## src/rtl/mem_arb_pkg.sv

```systemverilog
// Shared types for the memory bus arbiter: FSM states, port select, packed master request.
// Also holds the arbitration pick used in IDLE.
package mem_arb_pkg;
   localparam int ADDR_W = 25;
   localparam int DATA_W = 32;
   localparam int WD_W   = 8;

   typedef enum logic [1:0] {IDLE, GNT_C, GNT_E, TURN} arb_state_t;
   typedef enum logic {PORT_C, PORT_E} port_sel_t;

   typedef struct packed {
      logic [ADDR_W-1:0] addr;
      logic [DATA_W-1:0] wr_dat;
      logic              rom_ce_n;
      logic              raml_ce_n;
      logic              ramh_ce_n;
      logic [3:0]        dqm_n;
      logic              rd_n;
   } bus_req_t;

   function automatic arb_state_t arb_pick(input logic req_c, input logic req_e,
                                           input logic prefer_e);
      arb_state_t pick;
      pick = IDLE;
      if (req_c && req_e)
         pick = prefer_e ? GNT_E : GNT_C;
      else if (req_c)
         pick = GNT_C;
      else if (req_e)
         pick = GNT_E;
      return pick;
   endfunction
endpackage

```

## src/rtl/mem_arb_req_decode.sv

```systemverilog
// Packs one master's bus signals into a bus_req_t and flags a pending access.
// Combinational, zero latency; no backpressure of its own.
module mem_arb_req_decode
   import mem_arb_pkg::*;
(
   input  logic [ADDR_W-1:0] addr,
   input  logic [DATA_W-1:0] wr_dat,
   input  logic              rom_ce_n,
   input  logic              raml_ce_n,
   input  logic              ramh_ce_n,
   input  logic [3:0]        dqm_n,
   input  logic              rd_n,
   output bus_req_t          bus,
   output logic              req
);

   always_comb begin
      bus.addr      = addr;
      bus.wr_dat    = wr_dat;
      bus.rom_ce_n  = rom_ce_n;
      bus.raml_ce_n = raml_ce_n;
      bus.ramh_ce_n = ramh_ce_n;
      bus.dqm_n     = dqm_n;
      bus.rd_n      = rd_n;
      req = !(rom_ce_n && raml_ce_n && ramh_ce_n) && (!rd_n || (dqm_n != 4'hF));
   end

endmodule

```

## src/rtl/mem_bus_arbiter.sv

```systemverilog
// Shares the MEM_* port between CPU (C) and SCU (E): one access per grant, 1 CE_R grant latency, TURNAROUND idle cycles.
// Loser is held on WAIT_N=0; MEM_WAIT_N watchdog forces completion. MEM_ARB_RR_EN selects round-robin over fixed C priority.
module mem_bus_arbiter
   import mem_arb_pkg::*;
#(
   parameter int TURNAROUND = 1,
   parameter int TIMEOUT    = 255
) (
   input  logic        CLK,
   input  logic        RST_N,
   input  logic        CE_R,
   input  logic [24:0] C_A,
   input  logic [31:0] C_DO,
   output logic [31:0] C_DI,
   input  logic        C_ROMCE_N,
   input  logic        C_RAMLCE_N,
   input  logic        C_RAMHCE_N,
   input  logic [3:0]  C_DQM_N,
   input  logic        C_RD_N,
   output logic        C_WAIT_N,
   input  logic [24:0] E_A,
   input  logic [31:0] E_DO,
   output logic [31:0] E_DI,
   input  logic        E_ROMCE_N,
   input  logic        E_RAMLCE_N,
   input  logic        E_RAMHCE_N,
   input  logic [3:0]  E_DQM_N,
   input  logic        E_RD_N,
   output logic        E_WAIT_N,
   output logic [24:0] MEM_A,
   output logic [31:0] MEM_DO,
   input  logic [31:0] MEM_DI,
   output logic        ROM_CS_N,
   output logic        RAML_CS_N,
   output logic        RAMH_CS_N,
   output logic [3:0]  MEM_DQM_N,
   output logic        MEM_RD_N,
   input  logic        MEM_WAIT_N,
   output logic [1:0]  GRANT,
   output logic        ERR
);

   localparam logic [WD_W-1:0] WD_LAST    = WD_W'(TIMEOUT - 1);
   localparam logic [1:0]      TURN_LAST  = 2'(TURNAROUND - 1);
   localparam arb_state_t      DONE_STATE = (TURNAROUND == 0) ? IDLE : TURN;

   bus_req_t        c_bus, e_bus, g_bus;
   logic            req_c, req_e;
   arb_state_t      state, state_nxt;
   logic [WD_W-1:0] wd_cnt, wd_nxt;
   logic [1:0]      turn_cnt, turn_nxt;
   logic [1:0]      grant_nxt;
   logic            err_nxt;
   logic            granted, gnt_req, wd_hit, prefer_e;
`ifdef MEM_ARB_RR_EN
   port_sel_t       last, last_nxt;
`endif

   mem_arb_req_decode u_dec_c (
      .addr(C_A), .wr_dat(C_DO), .rom_ce_n(C_ROMCE_N), .raml_ce_n(C_RAMLCE_N),
      .ramh_ce_n(C_RAMHCE_N), .dqm_n(C_DQM_N), .rd_n(C_RD_N), .bus(c_bus), .req(req_c)
   );

   mem_arb_req_decode u_dec_e (
      .addr(E_A), .wr_dat(E_DO), .rom_ce_n(E_ROMCE_N), .raml_ce_n(E_RAMLCE_N),
      .ramh_ce_n(E_RAMHCE_N), .dqm_n(E_DQM_N), .rd_n(E_RD_N), .bus(e_bus), .req(req_e)
   );

   // Datapath mux: MEM_* follow the granted port with no added latency.
   always_comb begin
      g_bus   = (state == GNT_E) ? e_bus : c_bus;
      granted = (state == GNT_C) || (state == GNT_E);
      gnt_req = (state == GNT_E) ? req_e : req_c;
      wd_hit  = granted && !MEM_WAIT_N && (wd_cnt == WD_LAST);

      MEM_A     = '0;
      MEM_DO    = '0;
      ROM_CS_N  = 1'b1;
      RAML_CS_N = 1'b1;
      RAMH_CS_N = 1'b1;
      MEM_DQM_N = 4'hF;
      MEM_RD_N  = 1'b1;
      C_DI      = '0;
      E_DI      = '0;
      C_WAIT_N  = !req_c;
      E_WAIT_N  = !req_e;

      if (granted) begin
         MEM_A     = g_bus.addr;
         MEM_DO    = g_bus.wr_dat;
         ROM_CS_N  = g_bus.rom_ce_n;
         RAML_CS_N = g_bus.raml_ce_n;
         RAMH_CS_N = g_bus.ramh_ce_n;
         MEM_DQM_N = g_bus.dqm_n;
         MEM_RD_N  = g_bus.rd_n;
      end
      if (state == GNT_C) begin
         C_DI     = MEM_DI;
         C_WAIT_N = MEM_WAIT_N | wd_hit;
      end
      if (state == GNT_E) begin
         E_DI     = MEM_DI;
         E_WAIT_N = MEM_WAIT_N | wd_hit;
      end
   end

   always_comb begin
      state_nxt = state;
      wd_nxt    = wd_cnt;
      turn_nxt  = turn_cnt;
      err_nxt   = ERR;
`ifdef MEM_ARB_RR_EN
      last_nxt  = last;
      prefer_e  = (last == PORT_C);
`else
      prefer_e  = 1'b0;
`endif
      case (state)
         IDLE: begin
            state_nxt = arb_pick(req_c, req_e, prefer_e);
            wd_nxt    = '0;
`ifdef MEM_ARB_RR_EN
            if (state_nxt == GNT_C)
               last_nxt = PORT_C;
            else if (state_nxt == GNT_E)
               last_nxt = PORT_E;
`endif
         end
         GNT_C, GNT_E: begin
            // Completion, abort and watchdog expiry all end the grant the same way.
            if (!gnt_req || MEM_WAIT_N || wd_hit) begin
               state_nxt = DONE_STATE;
               turn_nxt  = '0;
               if (gnt_req && wd_hit)
                  err_nxt = 1'b1;
            end else begin
               wd_nxt = wd_cnt + WD_W'(1);
            end
         end
         TURN: begin
            if (turn_cnt == TURN_LAST)
               state_nxt = IDLE;
            else
               turn_nxt = turn_cnt + 2'd1;
         end
         default: state_nxt = IDLE;
      endcase
      grant_nxt = {state_nxt == GNT_E, state_nxt == GNT_C};
   end

   always_ff @(posedge CLK or negedge RST_N) begin
      if (!RST_N) begin
         state    <= IDLE;
         wd_cnt   <= '0;
         turn_cnt <= '0;
         GRANT    <= 2'b00;
         ERR      <= 1'b0;
      end else if (CE_R) begin
         state    <= state_nxt;
         wd_cnt   <= wd_nxt;
         turn_cnt <= turn_nxt;
         GRANT    <= grant_nxt;
         ERR      <= err_nxt;
      end
   end

`ifdef MEM_ARB_RR_EN
   // Starting from E means C wins the first conflict after reset.
   always_ff @(posedge CLK or negedge RST_N) begin
      if (!RST_N)
         last <= PORT_E;
      else if (CE_R)
         last <= last_nxt;
   end
`endif

endmodule

```

## config.mk

```make
export PLATFORM = sky130hd
export DESIGN_NAME = mem_bus_arbiter
export DESIGN_NICKNAME = d
export VERILOG_FILES = /design/src/rtl/mem_arb_pkg.sv /design/src/rtl/mem_arb_req_decode.sv /design/src/rtl/mem_bus_arbiter.sv
export SDC_FILE = /design/constraint.sdc
export NUM_CORES = 1
export LEC_CHECK = 0
export BUFFER_PORTS_ARGS = -buffer_cell sky130_fd_sc_hd__buf_4
export CELL_PAD_IN_SITES_DETAIL_PLACEMENT = 0
export CELL_PAD_IN_SITES_GLOBAL_PLACEMENT = 1
export CORE_AREA = 2 2 117 119
export DETAILED_ROUTE_END_ITERATION = 8
export DIE_AREA = 0 0 119 121
export PLACE_DENSITY = 0.74
export SLEW_MARGIN = 20
export SYNTH_ARGS = -nofsm -noshare
export SYNTH_HDL_FRONTEND = slang
export SYNTH_SLANG_ARGS = --single-unit
```

## constraint.sdc

```tcl
create_clock -name CLK -period 3.2 [get_ports CLK]
set_input_delay 0.16 -clock CLK [delete_from_list [all_inputs] [get_ports CLK]]
set_output_delay 0.16 -clock CLK [all_outputs]
set_load 0.1 [all_outputs]
```

## Word-level counts from Yosys, hierarchy flattened

Index checks and enable logic that the tools add are counted.
W data, S select, Z words.

- Output and inout bits: 134
- Flip-flop bits (word level): 15

- Add/subtract/negate cells: 2
- Bitwise logic cells: 1
- Muxes and demuxes: 24
- Reductions and logical operators: 31
- Eq/ne operators: 11

Operators by type and width:

| cell | number |
|---|---|
| $mux W32 | 3 |
| $mux W65 | 1 |
| $mux W25 | 1 |
| $pmux W8 S2 | 1 |
| $mux W2 | 7 |
| $logic_and A1 B1 Y1 | 10 |
| $add A8 B1 Y8 const B | 1 |
| $eq A8 B8 Y1 const B | 1 |
| $logic_not A1 Y1 | 8 |
| $mux W8 | 1 |
| $ne A4 B4 Y1 const B | 2 |
| $reduce_and A4 Y1 | 2 |
| $mux W1 | 7 |
| $eq A2 B2 Y1 const B | 3 |
| $ne A2 B2 Y1 const B | 3 |
| $pmux W2 S3 | 1 |
| $logic_or A1 B1 Y1 | 5 |
| $eq A2 B1 Y1 const B | 2 |
| $logic_not A2 Y1 | 2 |
| $mux W4 | 1 |
| $pmux W2 S2 | 1 |
| $reduce_bool A2 Y1 | 2 |
| $reduce_and A3 Y1 | 1 |
| $add A2 B1 Y2 const B | 1 |
| other kinds (2) | 2 |

## Depth between registers and ports, before layout

- Depth after elaboration: 11
- Depth in mapped cells: 8
- Depth with buffers taken out: 7

## Cells and area by module

A second synthesis with hierarchy kept.

- Cell total of the unflattened synthesis: 458
- Area total of the unflattened synthesis: 3409.5 µm²

By module, submodules not included:

| module | cells each | area an instance (µm²) | instances | seq. area each (µm²) |
|---|---|---|---|---|
| mem_bus_arbiter | 324 | 2398.6 | 1 | 375.4 |
| mem_arb_req_decode | 67 | 505.5 | 2 | 0.0 |

## Least setup slack after synthesis

Ideal clock, no wire load.

- Kind: reg-to-output
- From: reg state[1]
- To: out MEM_A[23]
- Stages on the path, launching flop included: 7
- Setup slack: 0.113 ns
- Data arrival time: 2.927 ns
- Cells stage by stage: dfrtp_1 > inv_1 > ha_1 > buf_2 > clkbuf_1 > clkbuf_1 > nor2b_1

- Longest elaborated chain between the ends: 3
- Elaborated cells between the ends (all ways): 5
- Classes of those cells: eq/ne (2); mux (2); reduce/logical (1)

RTL lines:

| what | line | source |
|---|---|---|
| start, declared | mem_bus_arbiter.sv:49 | `arb_state_t state, state_nxt;` |
| start signal, assigned | mem_bus_arbiter.sv:159 | `state <= state_nxt;` |
| $eq A2 B2 Y1 / $eq A2 B1 Y1 (equally long branches) | mem_bus_arbiter.sv:71, mem_bus_arbiter.sv:72 |  |
| $mux W65 / $logic_or A1 B1 Y1 (equally long branches) | mem_bus_arbiter.sv:71, mem_bus_arbiter.sv:72 |  |
| $mux W25 (*) | mem_bus_arbiter.sv:88 | `if (granted) begin` |
| end, declared | mem_bus_arbiter.sv:30 | `output logic [24:0] MEM_A,` |

Every way passes the cells marked *; elsewhere a longest branch is shown, timed or not.

## Final worst setup path

- From: reg state[0]
- To: out ROM_CS_N

- Longest elaborated chain between the ends: 3
- Elaborated cells between the ends (all ways): 5
- Classes of those cells: eq/ne (2); mux (2); reduce/logical (1)

RTL lines:

| what | line | source |
|---|---|---|
| $eq A2 B2 Y1 / $eq A2 B1 Y1 (equally long branches) | mem_bus_arbiter.sv:71, mem_bus_arbiter.sv:72 |  |
| $mux W65 / $logic_or A1 B1 Y1 (equally long branches) | mem_bus_arbiter.sv:71, mem_bus_arbiter.sv:72 |  |
| $mux W1 (*) | mem_bus_arbiter.sv:88 |  |
| end, declared | mem_bus_arbiter.sv:33 | `output logic ROM_CS_N,` |

Marked as above.

==> summary.md <==
| Metric | Value |
|---|---|
| Nature of the critical path endpoint | `primary output` |
| Routed WL per cell | `15.4 um` |
| Largest area contributor in the netlist | `mux2i_1` |
| First drt pass iteration count | `4` |
| Global-route wire length before repair | `18,000 um` |
| Setup TNS | `0 ns` |
| Synth top area cells | `mux2i_1 26%, and2_1 16%, dfrtp_1 15%` |
| Via count | `3,335` |
| DP HPWL | `9950 um` |
| Initial antenna violation count | `0` |
| Port bufs | `299` |
| Critical path class | `reg2out` |
| Max-slew violation count | `0` |
| Worst-path fanout max | `62` |
| Syn nets | `498` |
| Crit share post-route | `0.805` |
| Yosys reg bits | `15` |
| Avg Cell Area, Syn | `7.76 um2` |
| Row count | `42` |
| CTS H-tree depth | `1` |
| Yosys cell types | `35` |
| Clock transition at the registers of the reported paths | `0.05 ns` |
| Synth Cell Area | `2510 um2` |
| Crit-path cells | `inv_1, ha_4, buf_4, mux2i_1, nand2_1, buf_4` |
| IO Pins | `300` |
| Hold path depth | `2` |
| Largest net degree at the start of global routing | `73` |
| Commonest non-fill, non-tap cell in the layout | `buf_4` |
| CTS tree | `built` |
| Req. time, crit path | `3.04 ns` |
| Vias per inst | `4.25` |
| RSZ-0062 raised after global routing | `no` |
| Fmax | `388 MHz` |
| Final Critical Period | `2.58 ns` |
| Gr ovfl total | `0` |
| Detail Route Antenna Nets | `0` |
| Initial drt markers | `126` |
| Die Y | `121 um` |
| Cts repair resizes | `0` |
| Vias in the first global route | `3,232` |
| Mapped Cells | `324` |
| Total wire length | `12,100 um` |
| Min-delay worst type | `in2reg` |
| Ant. Diodes | `0` |
| Cts hold-fix bufs | `1` |
| Clock Skews | `0.00416 ns` |
| Placed Instance Area | `4920 um2` |
| Post-CTS Setup Inserts | `0` |
| Area of the multi-input gates | `2010 um2` |
| Total track usage | `0.155` |
| Layout Cells excl Fill | `784` |
| FFs w/ async S/R, synth | `1.00` |
| Critical Path AT | `2.42 ns` |
| CP max-delay cell | `buf_4` |
| Worst-Skew Late Latency | `0.25 ns` |
| Post-synthesis sequential area ratio | `0.149` |
| Final setup fails | `0` |
| Status | `complete, no violations` |
| Synthesis Warnings | `0` |
| Core area | `13,100 um2` |
| Layout fillers | `1,370` |
| Die area | `14,400 um2` |
| Root buffer cell | `clkbuf_16` |
| Max incr delay on CP | `0.61 ns` |
| Final worst setup slack | `0.622 ns` |
| CTS Sinks | `15` |
| Worst setup SP type | `flip-flop` |
| Ys flop type | `dfrtp_1` |
| Worst path most repeated cell | `buf_4` |
| Final hold viol count | `0` |
| Final instance area | `5010 um2` |
| Most frequent cells in the layout | `303 x buf_4, 66 x mux2i_1, 64 x and2_1` |
| Clock buffer depth | `2` |
| Starting Density | `0.192` |
| Place WS | `0.708 ns` |
| # nets final | `783` |
| Path depth of the worst reg2reg path | `6` |
| Post-Place Cells | `779` |
| Worst slew margin | `0.515` |
| Top cell type's share of synthesized area | `0.263` |
| Num CTS Buffers | `3` |
| Die width | `119 um` |
| Post-synth EDFFs | `0` |
| Layout cell share with drive strength beyond 1 | `0.515` |
| Reg area | `375 um2` |
| P&R area growth vs syn | `99.2%` |
| Routability Congestion | `0.921` |
| DRC errors left | `0` |
| Max_cap viols | `0` |
| Actual slew at the worst max-slew pin | `0.728 ns` |
==> stage by stage <==
stage                     hold slack [ns]   util
after global routing                0.245  0.383
after CTS                           0.227  0.383
after global placement             0.0290  0.376
after floorplan                    -0.136      -
final                               0.227  0.383
after detailed placement           0.0316  0.376
==> sequential cells by signal (all words and copies together), names as in the netlist <==
register	cells
state	2
wd_cnt	8
ERR	1
turn_cnt	2
GRANT	2
==> area by class of cell <==
cell class                      count  area share
Timing Repair Buffer              304       0.456
Multi-Input combinational cell    276       0.402
Sequential cell                    15      0.0750
Tap cell                          176      0.0440
Clock buffer                        4      0.0157
Inverter                            9     0.00675
==> critical path, delay by kind of cell, from the launching register on <==
kind | cells | cell delay, ns
simple gates | 1 | 0.08
buf+inv | 3 | 1.07
mux | 1 | 0.32
fa+ha+maj | 1 | 0.26
flops | 1 | 0.42
==> kinds of logic (layout without fill, tap and decap cells) <==
kind of cell,Yosys count,count (layout),synth area share
AND/OR/NAND/NOR,165,165,0.388
multiplexers,68,68,0.272
AO/OA/AOI/OAI,35,35,0.0956
buffers and inverters,33,317,0.0553
flip-flops,15,15,0.149
adder cells (fa/ha/maj),8,8,0.0398
==> synthesized netlist by cell type (2+ instances only) <==
cell type,n
a21oi_1,8
nand4_1,5
nor2b_1,58
buf_2,6
clkbuf_1,16
mux2_2,2
mux2i_1,66
and2_1,64
o211ai_1,2
ha_1,8
nor2_1,3
or3_1,3
o31ai_1,4
dfrtp_1,15
buf_4,2
o21ai_0,8
nand3_1,7
or4_1,4
nand2_1,19
inv_1,9
==> path summary, 6_finish.rpt <==
path	startpoint	end	slack, ns
setup / recovery	state[0]	ROM_CS_N	0.62
hold / removal	CE_R	state[0]	0.23
setup reg to reg	state[0]	wd_cnt[4]	0.72
hold reg to reg	ERR	ERR	0.49
max in group asynchronous	RST_N	wd_cnt[4]	2.73
min in group asynchronous	RST_N	ERR	0.29
==> metal layers <==
| layer | GRT usage | part of all wire |
|---|---|---|
| met5 | 0 | 0 |
| met3 | 0.0310 | 0.064 |
| met2 | 0.279 | 0.52 |
| met4 | 0.0260 | 0.0072 |
| met1 | 0.192 | 0.41 |
Power is left out: the tool's default activity adds up to more than one toggle a clock period on the data nets, which glitch-free logic cannot reach.
